### src/rtl/boron_round_permutation_unit.sv
// boron_round_permutation_unit: iterative per-word rotate permutation with valid/ready handshakes.
// Optional BORON_RPERM_OPCNT_EN adds op_count_o, a count of completed output handshakes.
module boron_round_permutation_unit #(
    parameter int WORD_W = 16,
    parameter int NWORDS = 4,
    parameter logic [8*NWORDS-1:0] ROT_VEC = {8'd9, 8'd7, 8'd4, 8'd1},
    parameter int RND_W = 5
) (
    input  logic                     clk_i,
    input  logic                     rst_i,
    input  logic                     in_valid_i,
    output logic                     in_ready_o,
    input  logic                     mode_i,
    input  logic [RND_W-1:0]         rounds_i,
    input  logic [NWORDS*WORD_W-1:0] data_i,
    output logic                     out_valid_o,
    input  logic                     out_ready_i,
    output logic [NWORDS*WORD_W-1:0] data_o,
    output logic                     busy_o
`ifdef BORON_RPERM_OPCNT_EN
    ,output logic [31:0]             op_count_o
`endif
);
    localparam int BW = NWORDS * WORD_W;
    typedef enum logic [1:0] {IDLE, RUN, DONE} state_t;
    state_t state, state_nx;
    logic [BW-1:0] work, rotated;
    logic mode;
    logic [RND_W-1:0] cnt;
    logic accept;
    for (genvar k = 0; k < NWORDS; k++) begin : g_word
        localparam int AMT = int'(ROT_VEC[8*k +: 8]) % WORD_W;
        logic [2*WORD_W-1:0] dbl;
        // Slicing a doubled word gives a rotate without any shift-by-width corner case
        assign dbl = {work[k*WORD_W +: WORD_W], work[k*WORD_W +: WORD_W]};
        assign rotated[k*WORD_W +: WORD_W] = mode ? dbl[AMT +: WORD_W] : dbl[WORD_W-AMT +: WORD_W];
    end
    assign accept      = (state == IDLE) && in_valid_i;
    assign in_ready_o  = (state == IDLE);
    assign out_valid_o = (state == DONE);
    assign busy_o      = (state != IDLE);
    assign data_o      = work;
    always_comb begin
        state_nx = state;
        if (accept) state_nx = (rounds_i == '0) ? DONE : RUN;
        if (state == RUN && cnt == RND_W'(1)) state_nx = DONE;
        if (state == DONE && out_ready_i) state_nx = IDLE;
    end
    always_ff @(posedge clk_i or posedge rst_i) begin
        if (rst_i) begin
            state <= IDLE;
            work  <= '0;
            mode  <= 1'b0;
            cnt   <= '0;
        end else begin
            state <= state_nx;
            if (accept) begin
                work <= data_i;
                mode <= mode_i;
                cnt  <= rounds_i;
            end else if (state == RUN) begin
                work <= rotated;
                cnt  <= cnt - RND_W'(1);
            end
        end
    end
`ifdef BORON_RPERM_OPCNT_EN
    always_ff @(posedge clk_i or posedge rst_i) begin
        if (rst_i) op_count_o <= '0;
        else if (out_valid_o && out_ready_i) op_count_o <= op_count_o + 32'd1;
    end
`endif
endmodule

### config.mk
export PLATFORM = sky130hd
export DESIGN_NAME = boron_round_permutation_unit
export DESIGN_NICKNAME = d
export VERILOG_FILES = /design/src/rtl/boron_round_permutation_unit.sv
export SDC_FILE = /design/constraint.sdc
export NUM_CORES = 1
export LEC_CHECK = 0
export CORE_MARGIN = 2
export CORE_UTILIZATION = 48
export CTS_BUF_LIST = sky130_fd_sc_hd__clkbuf_4 sky130_fd_sc_hd__clkbuf_8 sky130_fd_sc_hd__clkbuf_16
export DETAILED_ROUTE_END_ITERATION = 8
export PLACE_DENSITY = 0.82
export SLEW_MARGIN = 20
export SYNTH_ARGS = -nofsm -noshare
export SYNTH_HDL_FRONTEND = slang
export SYNTH_SLANG_ARGS = --single-unit
### constraint.sdc
create_clock -name clk_i -period 3.6 [get_ports clk_i]
set_input_delay 0.72 -clock clk_i [delete_from_list [all_inputs] [get_ports clk_i]]
set_output_delay 0.72 -clock clk_i [all_outputs]
set_load 0.005 [all_outputs]
==> results.md, run 1 <==
GRT:
- The total congestion overflow after global routing is 0.
- The via count of the first global-routing pass was 4116.
- Entering global routing, the biggest net connects 101 pins.
- The global router's overall resource usage is 0.261.
- The first global-routing pass estimated 20800 um of wire.
- The initial antenna violation count came to 0.

Synthesis:
- Among all flip-flop cells after synthesis, the most frequent one is sky130_fd_sc_hd__dfrtp_1.
- The average cell area after synthesis is 9.31 sq um.
- Of the post-synthesis cell area, the dominant cell type holds 0.421.
- Counting flops with an async set or reset pin after synthesis yields a share of 1.00.
- The summed instance area of the synthesized netlist is 0.00428 sq mm.
- Synthesis instantiated 35 different standard cells from the library.
- Counting every net in the synthesized netlist gives 536.
- The number of instances in the synthesized netlist is 460.
- The adder and majority cell fraction of the synthesized area is 0.00585.
- The sequential cell area fraction in the yosys report is 0.421.
- Of the total synthesized cell area, the portion taken by AND, OR, NAND and NOR gates is 0.139.
- The number of flops mapped to enable cells by yosys is 0.
- The portion of synthesized area spent on multiplexers is 0.0678.
- Sorting the synthesized cells by area gives the leading types as sky130_fd_sc_hd__dfrtp_1, sky130_fd_sc_hd__a211oi_1, sky130_fd_sc_hd__nor2b_1, sky130_fd_sc_hd__mux2i_1, sky130_fd_sc_hd__o21ai_2.
- After synthesis, the largest family of logic cells by area is compound AO/OA/AOI/OAI gates.
- The synthesized-area fraction occupied by ao, oa, aoi and oai cells came to 0.302.
- The XOR/XNOR share of the synthesized area is 0.
- Summed over all instances, the cell type with the most area after synthesis is sky130_fd_sc_hd__dfrtp_1.
- The number of flip-flops and latches in the synthesized netlist is 72.
- The synthesis warning total is 0.

Power:
- For this design the total switching power over the nets is 2.25 mW.
- The fraction of power consumed by combinational cells is 0.545.
- The total leakage power is 2.32 nW.
- Of the total power, the clock network draws 0.114.
- The share of total power consumed by net switching is 0.411.
- The internal power consumption is 3.23 mW.
- Of the total power, registers draw 0.341.
- For this design the ratio of total power to cell area is 928 mW/mm^2.
- Across the VDD grid, the largest voltage drop is 0.450 mV.

Cells and area:
- After the last flow step, the layout net total stands at 655.
- The final instance area is 0.00590 sq mm.
- The multi-input logic area is 0.00221 sq mm.
- From synthesis to final layout, the design area changed by 37.8%.
- 0 antenna diodes ended up in the layout.
- The filler cells instantiated in the layout total 694.
- The footprint of the flip-flops and latches is 0.00181 sq mm.
- In the final layout, the share of cells above drive strength 1 is 0.0925.

Setup path:
- Traced cell by cell, the critical path runs through nor2_1 > inv_1 > clkdlybuf4s50_1.
- STA puts the critical path data arrival time at 1.96 ns.
- For this design, the slowest cell found on the critical path is sky130_fd_sc_hd__dfrtp_1.
- The start-to-end type of the worst setup path is reg -> out.
- The endpoint required time on the critical path is 2.88 ns.
- The buffering stage count on the worst path with inverters included is 2.
- The maximum fanout along the worst path is 22.
- The worst setup path is captured at an output pin.
- The launching element type of the critical path is a flop.
- The longest individual stage delay on the worst path is 0.85 ns.
- The cell type group with the largest total delay on the critical path is flip-flops.

Clock network:
- The clock reaches the later pin of the worst-skew pair after 0.35 ns.
- Once the clock tree was built, the setup fixing pass inserted 0 buffers.
- The clock tree root buffer cell is sky130_fd_sc_hd__clkbuf_8.
- In this run the number of H-tree levels came out at 3.
- The number of instances resized during post-cts repair is 0.
- The deepest clock path buffer count is 2.
- The clock drives 72 sinks.
- TritonCTS created 9 clock buffers.
- The clock slew seen by the registers of the worst setup and hold paths is 0.08 ns.
- TritonCTS built the clock tree.
- For this design, the CTS-stage hold fixing added 0 buffers.

STA:
- Counting I/O delays and the setup requirement, the final critical path takes 2.68 ns.
- The number of pins with negative max-slew slack in the final report came to 0.
- In the final timing run, aggregate negative setup slack is 0 ns.
- The number of setup violations in the final report is 0.
- The total count of hold-check failures in the final report came to 0.
- The pin slew with the least headroom to its limit is 0.917 ns.
- Clock skew on the completed layout was measured at 0.00782 ns.
- Setup repair after global routing left no endpoint under its margin.
- On the final layout, the worst hold slack is 0.540 ns.
- The relative slew slack is 0.388.
- The peak clock frequency supported by timing is 373 MHz.
- Of the available clock period, the critical path in the final layout requires 0.745.

Worst hold path:
- The path class of the tightest hold or removal check is reg -> reg.

Floorplanning:
- The die width is 98.4 um.
- From bottom edge to top edge, the die measures 98.4 um.
- In this run the standard cell core region covers 0.00868 sq mm.
- The site row count is 34.
- The die covers 0.00969 sq mm.
- For this configuration, the core starts out at a cell density of 0.493.
- 141 I/O pins were placed.

Drt:
- The number of vias per cell after detailed routing is 5.96.
- The total number of vias is 4121.
- The first detailed-routing pass ran for 4 iterations.
- The highest layer used for signal routing is met4.
- For this run, design rule violations remaining after detail routing come to 0.
- The final wirelength is 12500 um.
- The total routed wire length on the met1 layer is 5310 um.
- The per-cell routed wire length is 18.1 um.
- The DRC violation total after the first TritonRoute iteration is 187.
- The routed design uses 943 um of met3 wire.
- Once detail routing completed, the nets flagged for antenna violations numbered 0.
- The sum of met2 wire segment lengths after detailed routing is 6130 um.

Place:
- The count of buffers added on input and output ports is 140.
- The congestion estimate from routability-driven global placement came to 0.846.
- Once detailed placement completed, the half-perimeter wirelength came to 8580 um.
- The placed instances occupy a cell area of 0.00568 sq mm.

Job:
- The max-capacitance violation count is 0.

Status:
- The run finished with clean final reports.
worst reg2reg max path, delay by kind of cell, from the launching register on:
| kind | cells | cell delay (ns) |
|---|---|---|
| AOI/OAI and AO/OA | 2 | 0.29 |
| DFF | 1 | 0.85 |
| buffers and inverters | 1 | 0.33 |
| and+or+nand+nor | 1 | 0.73 |
power groups by stage:
| stage | logic (mW) | registers, mW | clock network [mW] |
|---|---|---|---|
| after floorplan | 1.88 | 1.66 | 0 |
| after global placement | 2.73 | 1.94 | 0 |
| after detailed placement | 2.86 | 1.96 | 0 |
| after CTS | 2.87 | 1.96 | 0.626 |
| after global routing | 3.28 | 1.95 | 0.656 |
| final | 2.98 | 1.87 | 0.622 |
Yosys cell counts, types with 2 or more instances:
master                     count
sky130_fd_sc_hd__nor2_1        3
sky130_fd_sc_hd__dfrtp_1      72
sky130_fd_sc_hd__nand2b_1      2
sky130_fd_sc_hd__nor4_1        2
sky130_fd_sc_hd__a211oi_1     51
sky130_fd_sc_hd__buf_2        21
sky130_fd_sc_hd__o22ai_1      15
sky130_fd_sc_hd__nor3_1        2
sky130_fd_sc_hd__inv_1         6
sky130_fd_sc_hd__buf_4         6
sky130_fd_sc_hd__buf_6         4
sky130_fd_sc_hd__mux2i_1      29
sky130_fd_sc_hd__o21ai_2      18
sky130_fd_sc_hd__nand2_1      41
sky130_fd_sc_hd__nand3_1       2
sky130_fd_sc_hd__a21oi_1      19
sky130_fd_sc_hd__nor3b_1       4
sky130_fd_sc_hd__clkbuf_1     15
sky130_fd_sc_hd__o21ai_0      31
sky130_fd_sc_hd__a21o_1       15
sky130_fd_sc_hd__o21ai_1      24
sky130_fd_sc_hd__nor2b_1      51
sky130_fd_sc_hd__a221oi_1     14
sky130_fd_sc_hd__ha_1          2
cells by family after synthesis:
logic type / count (synthesis)
compound gates: 193
simple gates: 111
flops: 72
buf+inv: 53
mux: 29
fa+ha+maj: 2
sequential cells by signal, indices dropped and copies added (netlist names):
| name | cells |
|---|---|
| data_o | 64 |
| cnt | 5 |
| state | 2 |
| mode | 1 |
final cells by class:
cell class              count  area share
flip-flops and latches     72       0.306
well taps                 108      0.0229
inverters                   7     0.00445
clock inverters             4     0.00445
multi-input cells         335       0.375
clock buffers              12      0.0280
repair buffers            154       0.259
routing by layer:
layer  global-route usage  vias up
li1                     -     1941
met1                0.352     2009
met2                0.423      156
met3               0.0667       15
met4               0.0706        0
met5                    0        -
stage by stage:
step	power, mW	setup WS [ns]	utilization	instances
2_1_floorplan	3.54	1.06	-	460
3_3_place_gp	4.67	0.969	0.654	675
3_5_place_dp	4.82	0.837	0.654	675
4_1_cts	5.46	0.940	0.676	691
5_1_grt	5.88	0.861	0.680	692
6_report	5.47	0.918	0.680	692
layout by cell type (no fill, tap or decap), types with 2 or more instances in the layout:
cell type                           n
sky130_fd_sc_hd__nor3b_1            3
sky130_fd_sc_hd__nand3_1            2
sky130_fd_sc_hd__a211oi_1          51
sky130_fd_sc_hd__nor2_1             3
sky130_fd_sc_hd__a21o_1            15
sky130_fd_sc_hd__ha_1               2
sky130_fd_sc_hd__a221oi_1          14
sky130_fd_sc_hd__dfrtp_1           71
sky130_fd_sc_hd__inv_1              5
sky130_fd_sc_hd__o21ai_1           24
sky130_fd_sc_hd__o22ai_1           15
sky130_fd_sc_hd__o21ai_0           31
sky130_fd_sc_hd__o21ai_2           18
sky130_fd_sc_hd__buf_4             13
sky130_fd_sc_hd__clkbuf_8          12
sky130_fd_sc_hd__nand2_1           41
sky130_fd_sc_hd__clkdlybuf4s50_1  140
sky130_fd_sc_hd__mux2i_1           29
sky130_fd_sc_hd__clkinv_2           2
sky130_fd_sc_hd__nor3_1             2
sky130_fd_sc_hd__nor2b_1           50
sky130_fd_sc_hd__nand2b_1           2
sky130_fd_sc_hd__a21oi_1           19
sky130_fd_sc_hd__nor4_1             2
final timing paths:
path,slack [ns],to,start,cells past startpoint
worst min-delay path,0.54,data_o[7],data_o[7],1
worst max-delay path,0.92,busy_o,state[0],3
max in group asynchronous,1.94,cnt[3],rst_i,3
worst max register to register,1.31,data_o[59],state[0],4
worst min register to register,0.54,data_o[7],data_o[7],1
min in group asynchronous,0.89,data_o[21],rst_i,2
(Power assumes the default switching activity.)
==> run 2, diff against run 1 <==
--- a/config.mk
+++ b/config.mk
@@ -6,10 +6,10 @@
 export NUM_CORES = 1
 export LEC_CHECK = 0
 export CORE_MARGIN = 2
-export CORE_UTILIZATION = 48
+export CORE_UTILIZATION = 47
 export CTS_BUF_LIST = sky130_fd_sc_hd__clkbuf_4 sky130_fd_sc_hd__clkbuf_8 sky130_fd_sc_hd__clkbuf_16
 export DETAILED_ROUTE_END_ITERATION = 8
-export PLACE_DENSITY = 0.82
+export PLACE_DENSITY = 0.81
 export SLEW_MARGIN = 20
 export SYNTH_ARGS = -nofsm -noshare
 export SYNTH_HDL_FRONTEND = slang
==> constraint.sdc (replaced) <==
create_clock -name clk_i -period 2.53 [get_ports clk_i]
set_input_delay 0.506 -clock clk_i [delete_from_list [all_inputs] [get_ports clk_i]]
set_output_delay 0.506 -clock clk_i [all_outputs]
set_load 0.005 [all_outputs]
==> results.md, run 2 (synthesis results as in run 1) <==
Clock network:
- The clock slew seen by the registers of the worst setup and hold paths was 0.08 ns (about the same).
- The number of instances resized during post-cts repair is 0 (unchanged).
- The deepest clock path buffer count is 2 (unchanged).
- The number of sinks handled by clock tree synthesis is 72 (unchanged).
- The count of hold-fix buffers inserted at cts came to 0 (unchanged).
- The latest clock arrival within the worst-skew pair is 0.34 ns (about the same).
- The maximum level of the CTS H-tree is 3 (unchanged).
- The clock tree root buffer cell is sky130_fd_sc_hd__clkbuf_8.
- The buffer count from post-CTS setup fixing came to 0 (unchanged).
- The TritonCTS buffer count is 9 (unchanged).
- TritonCTS built the clock tree.

Cells and area:
- The footprint of the flip-flops and latches came to 0.00181 sq mm (unchanged).
- The leading cell type in the layout, fill and taps excluded is sky130_fd_sc_hd__clkdlybuf4s50_1.
- The top cell types in the final layout, fill and taps aside, are sky130_fd_sc_hd__clkdlybuf4s50_1, sky130_fd_sc_hd__dfrtp_1, sky130_fd_sc_hd__a211oi_1.
- The count of fill cells added during filler insertion is 723 (+4.2%).
- The count of nets after finishing is 662 (+1.1%).
- The non-filler instance count after layout is 699 (+1.0%).
- The utilization after layout was 0.679 (about the same).
- The share of final-layout standard cells stronger than drive strength 1 came to 0.105 (+0.0124).
- The area growth from synthesis to layout is 39.1%.
- The multi-input logic area is 0.00221 sq mm (unchanged).
- The flip-flop count of the largest register, all copies and words added is 64 (unchanged).
- The number of inserted diodes came to 0 (unchanged).

Setup path:
- The slowest library cell on the worst path is sky130_fd_sc_hd__dfrtp_1.
- The worst register-to-register path ends at data_o[48].
- The buffering stage count on the worst path with inverters included is 2 (unchanged).
- The launching element type of the critical path is a flop.
- The start-to-end type of the worst setup path is reg -> out.
- The longest individual stage delay on the worst path is 0.65 ns (-0.20 ns).
- The arrival time at the worst endpoint is 1.69 ns (-0.27 ns).
- The type of element capturing the critical path is an output pin.
- Walking the worst path, the cells encountered are nor2_1 > inv_1 > clkdlybuf4s50_1.
- The endpoint required time on the critical path is 2.02 ns (-0.86 ns).
- The register-to-register setup slack is 0.56 ns (-0.75 ns).
- The worst register-to-register path begins at state[1].
- The maximum fanout along the worst path is 16 (-27%).
- The worst reg2reg path depth was 5 (+1).
- The cell type group with the largest total delay on the critical path is flip-flops.
- The count of cell instances traversed by the critical path is 3 (unchanged).

Power:
- The power per standard cell area is 1310 mW/mm^2 (+41%).
- The total leakage power came to 2.36 nW (+1.8%).
- The maximum vdd drop was 0.647 mV (+44%).

STA:
- Setup repair after global routing left no endpoint under its margin.
- The number of pins with negative max-slew slack in the final report was 0 (unchanged).
- The pin slew with the least headroom to its limit is 0.806 ns (-0.111 ns).
- Counting I/O delays and the setup requirement, the final critical path takes 2.19 ns.
- The number of setup violations in the final report is 0 (unchanged).
- The aggregate negative setup slack was 0 ns (unchanged).
- The tightest hold margin was 0.533 ns (-0.00656 ns).
- The worst clock skew is 0.00817 ns (+0.000354 ns).
- The relative slew slack is 0.462 (+0.0747).
- The part of the cycle the worst path needs is 0.867.
- Timing would allow up to 456 MHz.
- The total count of hold-check failures in the final report came to 0 (unchanged).

GRT:
- The total congestion overflow after global routing came to 0 (unchanged).
- The via count of the first global-routing pass is 4182 (+1.6%).
- The first-pass GRT wire length is 20300 um (-2.2%).
- The global router's overall resource usage is 0.253 (-0.00803).
- The largest net degree at the start of global routing was 63 (-38%).
- The initial antenna violation count came to 0 (unchanged).

Drt:
- The number of search-and-repair iterations in the first detailed-routing pass is 5 (+1).
- The post-route DRC violation count is 0 (unchanged).
- The post-route antenna net violation count was 0 (unchanged).
- The number of vias per cell after detailed routing is 5.93 (-0.47%).
- The DRC violation total after the first TritonRoute iteration is 306 (+64%).
- The final wirelength is 12500 um (-0.26%).
- The per-cell routed wire length is 17.9 um (-1.3%).
- The total number of vias is 4143 (+0.53%).

Floorplanning:
- The starting density of the core is 0.488 (-0.00479).
- The full die area is 0.00989 sq mm (+2.0%).
- The core area is 0.00876 sq mm (+0.98%).
- The die span in y is 99.4 um (+1.0%).
- The count of pins on the block boundary was 141 (unchanged).
- The site row count was 34 (unchanged).
- The die width came to 99.4 um (+1.0%).

Place:
- The number of placed instances with taps included is 683 (+1.2%).
- The port buffer count is 140 (unchanged).
- The detailed placement HPWL came to 8780 um (+2.3%).
- The final weighted congestion of routability-driven global placement was 0.786 (-7.1%).

Worst hold path:
- The worst hold path belongs to the class in -> async.

Job:
- The max-capacitance violation count is 0 (unchanged).

Status:
- The run finished with clean final reports.
## run 2: how the worst max path moves through the flow
stage | from | endpoint | slack, ns
finish | state[1] | busy_o | 0.34
global placement | in_valid_i | data_o[57] | 0.38
detailed placement | in_valid_i | data_o[49] | 0.28
CTS | state[1] | busy_o | 0.32
global route | state[1] | busy_o | 0.21
floorplan | rst_i | cnt[0] | 0.20
## run 2: metal layers
layer / track usage / share of wire
met5: 0 / 0
met4: 0.0917 / 0.016
met3: 0.0576 / 0.080
met2: 0.411 / 0.49
met1: 0.334 / 0.42
## run 2: stage by stage
step | setup WS, ns | instance area [sq um] | power [mW]
after floorplan | 0.199 | 4280 | 5.04
after global placement | 0.377 | 5760 | 6.73
after detailed placement | 0.281 | 5760 | 6.93
after CTS | 0.317 | 5950 | 7.83
after global routing | 0.209 | 5950 | 8.38
final | 0.335 | 5950 | 7.78
## run 2: layout make-up
class                   count  share of cell area
clock inverters             3             0.00252
multi-input cells         335               0.372
well taps                 108              0.0227
inverters                   7             0.00441
clock buffers              13              0.0290
flip-flops and latches     72               0.303
repair buffers            161               0.266
## run 2: report_power, final
part,total [mW],internal (mW),switching [mW]
sequential,2.70,1.78,0.920
combinational,4.21,2.41,1.80
clock,0.869,0.443,0.426
total,7.78,4.63,3.15
## run 2: worst register-to-register path: cells and delay by family, from the launching register on
family,cells,cell delay (ns)
compound gates,2,0.36
flops,1,0.65
buf+inv,2,0.52
simple gates,1,0.32
==> run 3, diff against run 2 <==
--- a/config.mk
+++ b/config.mk
@@ -9,6 +9,7 @@
 export CORE_UTILIZATION = 47
 export CTS_BUF_LIST = sky130_fd_sc_hd__clkbuf_4 sky130_fd_sc_hd__clkbuf_8 sky130_fd_sc_hd__clkbuf_16
 export DETAILED_ROUTE_END_ITERATION = 8
+export GPL_TIMING_DRIVEN = 0
 export PLACE_DENSITY = 0.81
 export SLEW_MARGIN = 20
 export SYNTH_ARGS = -nofsm -noshare
==> results.md, run 3 (synthesis results as in run 1) <==
Drt:
- The per-cell routed wire length is 19.0 um (+6.4%).
- The number of search-and-repair iterations in the first detailed-routing pass is 7 (+2).
- The final wirelength is 13700 um (+9.6%).
- The total number of vias is 4328 (+4.5%).
- The post-route antenna net violation count was 0 (unchanged).
- The number of vias per cell after detailed routing is 6.01 (+1.4%).
- The DRC violation total after the first TritonRoute iteration is 256 (-16%).
- The post-route DRC violation count is 0 (unchanged).

Cells and area:
- The non-filler instance count after layout is 720 (+3.0%).
- Compared with the post-synthesis result, the final layout area differs by 40.4%.
- The final instance area is 0.00601 sq mm (+0.99%).
- The multi-input logic area is 0.00220 sq mm (-0.57%).
- The count of nets after finishing is 685 (+3.5%).
- The library cell used most frequently in the layout, excluding fill and tap cells, is sky130_fd_sc_hd__clkdlybuf4s50_1.
- The share of final-layout standard cells stronger than drive strength 1 is 0.108 (+0.00294).
- The count of fill cells added during filler insertion is 702 (-2.9%).
- The top cell types in the final layout, fill and taps aside, are sky130_fd_sc_hd__clkdlybuf4s50_1, sky130_fd_sc_hd__dfrtp_1, sky130_fd_sc_hd__nor2b_1, sky130_fd_sc_hd__a211oi_1, sky130_fd_sc_hd__nand2_1.
- The utilization after layout came to 0.686 (+0.00671).
- The number of inserted diodes was 0 (unchanged).
- The footprint of the flip-flops and latches was 0.00180 sq mm (-0.21%).
- The flip-flop count of the largest register, all copies and words added is 64 (unchanged).

Clock network:
- The number of sinks handled by clock tree synthesis is 72 (unchanged).
- The buffer count from post-CTS setup fixing is 0 (unchanged).
- The count of hold-fix buffers inserted at cts is 0 (unchanged).
- TritonCTS built the clock tree.
- The TritonCTS buffer count is 9 (unchanged).
- The deepest clock path buffer count came to 2 (unchanged).
- The latest clock arrival within the worst-skew pair is 0.35 ns (about the same).
- The tree is rooted in a sky130_fd_sc_hd__clkbuf_8.
- The clock slew seen by the registers of the worst setup and hold paths is 0.08 ns (about the same).
- The maximum level of the CTS H-tree was 3 (unchanged).

Place:
- The detailed placement HPWL came to 9900 um (+13%).
- The number of placed instances with taps included was 708 (+3.7%).
- The port buffer count came to 139 (-0.71%).
- The final weighted congestion of routability-driven global placement is 0.882 (+12%).
- The minimum setup slack after placement is 0.258 ns (-0.0226 ns).
- The instance area at placement came to 0.00584 sq mm (+1.3%).

Setup path:
- Walking the worst path, the cells encountered are buf_2 > nor2b_1 > clkdlybuf4s50_1.
- The endpoint required time on the critical path came to 2.02 ns (about the same).
- The arrival time at the worst endpoint is 1.84 ns (+0.15 ns).
- The launching element type of the critical path is a flop.
- The worst reg2reg path depth is 4 (-1).
- The longest individual stage delay on the worst path came to 0.50 ns (-0.15 ns).
- The slowest library cell on the worst path is sky130_fd_sc_hd__clkdlybuf4s50_1.
- The maximum fanout along the worst path was 19 (+3).
- The type of element capturing the critical path is an output pin.
- The start-to-end type of the worst setup path is reg -> out.

GRT:
- The via count of the first global-routing pass was 4395 (+5.1%).
- The initial antenna violation count came to 0 (unchanged).
- The first-pass GRT wire length is 22100 um (+8.8%).
- The largest net degree at the start of global routing came to 49 (-22%).
- The total congestion overflow after global routing is 0 (unchanged).
- The global router's overall resource usage is 0.277 (+0.0238).

STA:
- The relative slew slack is 0.622 (+0.159).
- The number of pins with negative max-slew slack in the final report is 0 (unchanged).
- The tightest hold margin was 0.488 ns (-0.0457 ns).
- Setup repair after global routing left no endpoint under its margin.
- The number of setup violations in the final report is 0 (unchanged).
- The peak clock frequency supported by timing is 425 MHz (-6.6%).
- The part of the cycle the worst path needs is 0.929 (+0.0617).
- The worst clock skew is 0.00669 ns (-0.00149 ns).
- The pin slew with the least headroom to its limit is 0.567 ns (-0.239 ns).
- The final worst setup slack was 0.179 ns (-0.156 ns).
- The total count of hold-check failures in the final report is 0 (unchanged).
- The aggregate negative setup slack is 0 ns (unchanged).
- The final critical delay including setup and external delays is 2.35 ns (+0.156 ns).

Floorplanning:
- The starting density of the core came to 0.488 (unchanged).
- The die span in y is 99.4 um (unchanged).
- The core area was 0.00876 sq mm (unchanged).
- The full die area was 0.00989 sq mm (unchanged).
- The die width is 99.4 um (unchanged).
- The count of pins on the block boundary is 141 (unchanged).
- The site row count is 34 (unchanged).

Status:
- The run finished with clean final reports.

Power:
- The final total power is 7.97 mW (+2.4%).
- The maximum vdd drop is 0.645 mV (-0.30%).
- The total leakage power is 2.39 nW (+1.5%).
- The power per standard cell area is 1330 mW/mm^2 (+1.4%).

Job:
- The max-capacitance violation count is 0 (unchanged).

Worst hold path:
- In this run the worst hold path is classified as in -> async.
-- run 3: cell count changes in the layout (fill, tap and decap cells not counted), sizes merged --
cell,change
buf,+9
clkbuf,+16
clkinv,-3
clkdlybuf4s50,-1
-- run 3: path summary, 6_finish.rpt --
kind / from / to / slack [ns]
setup / recovery: state[1] / out_valid_o / 0.18
hold / removal: rst_i / data_o[33] / 0.49
setup reg to reg: state[0] / cnt[1] / 0.84
hold reg to reg: data_o[13] / data_o[13] / 0.54
max in group asynchronous: rst_i / data_o[46] / 1.47
min in group clk_i: data_o[13] / data_o[13] / 0.54
-- run 3: metal layers --
layer	wire length [um]	vias up	track usage
met4	176	0	0.0727
met5	0	-	0
met3	1160	19	0.0738
met1	5810	2090	0.365
met2	6550	219	0.455
li1	-	2000	-
-- run 3: area by class of cell --
class,count,share of cell area
Multi-Input combinational cell,335,0.366
Timing Repair Buffer,140,0.236
Clock buffer,14,0.0300
Inverter,7,0.00479
Tap cell,108,0.0225
Sequential cell,72,0.300
Buffer,44,0.0408
-- run 3: power breakdown --
part	internal (mW)	leakage [nW]	switching, mW	total (mW)
logic	2.44	1.47	2.13	4.57
registers	1.78	0.828	0.755	2.53
clock network	0.449	0.0955	0.415	0.864
total	4.67	2.39	3.30	7.97
-- run 3: what timing repair did --
action,CTS,global route
setup endpoints to repair,2,2
pin swaps,0,0
gates resized for setup,0,1
hold endpoints to repair,0,0
gates cloned,0,0
-- run 3: worst max-delay path, delay by kind of cell (launching register included) --
family / cells / cell delay [ns]
buffers and inverters: 2 / 0.87
DFF: 1 / 0.43
and+or+nand+nor: 1 / 0.19
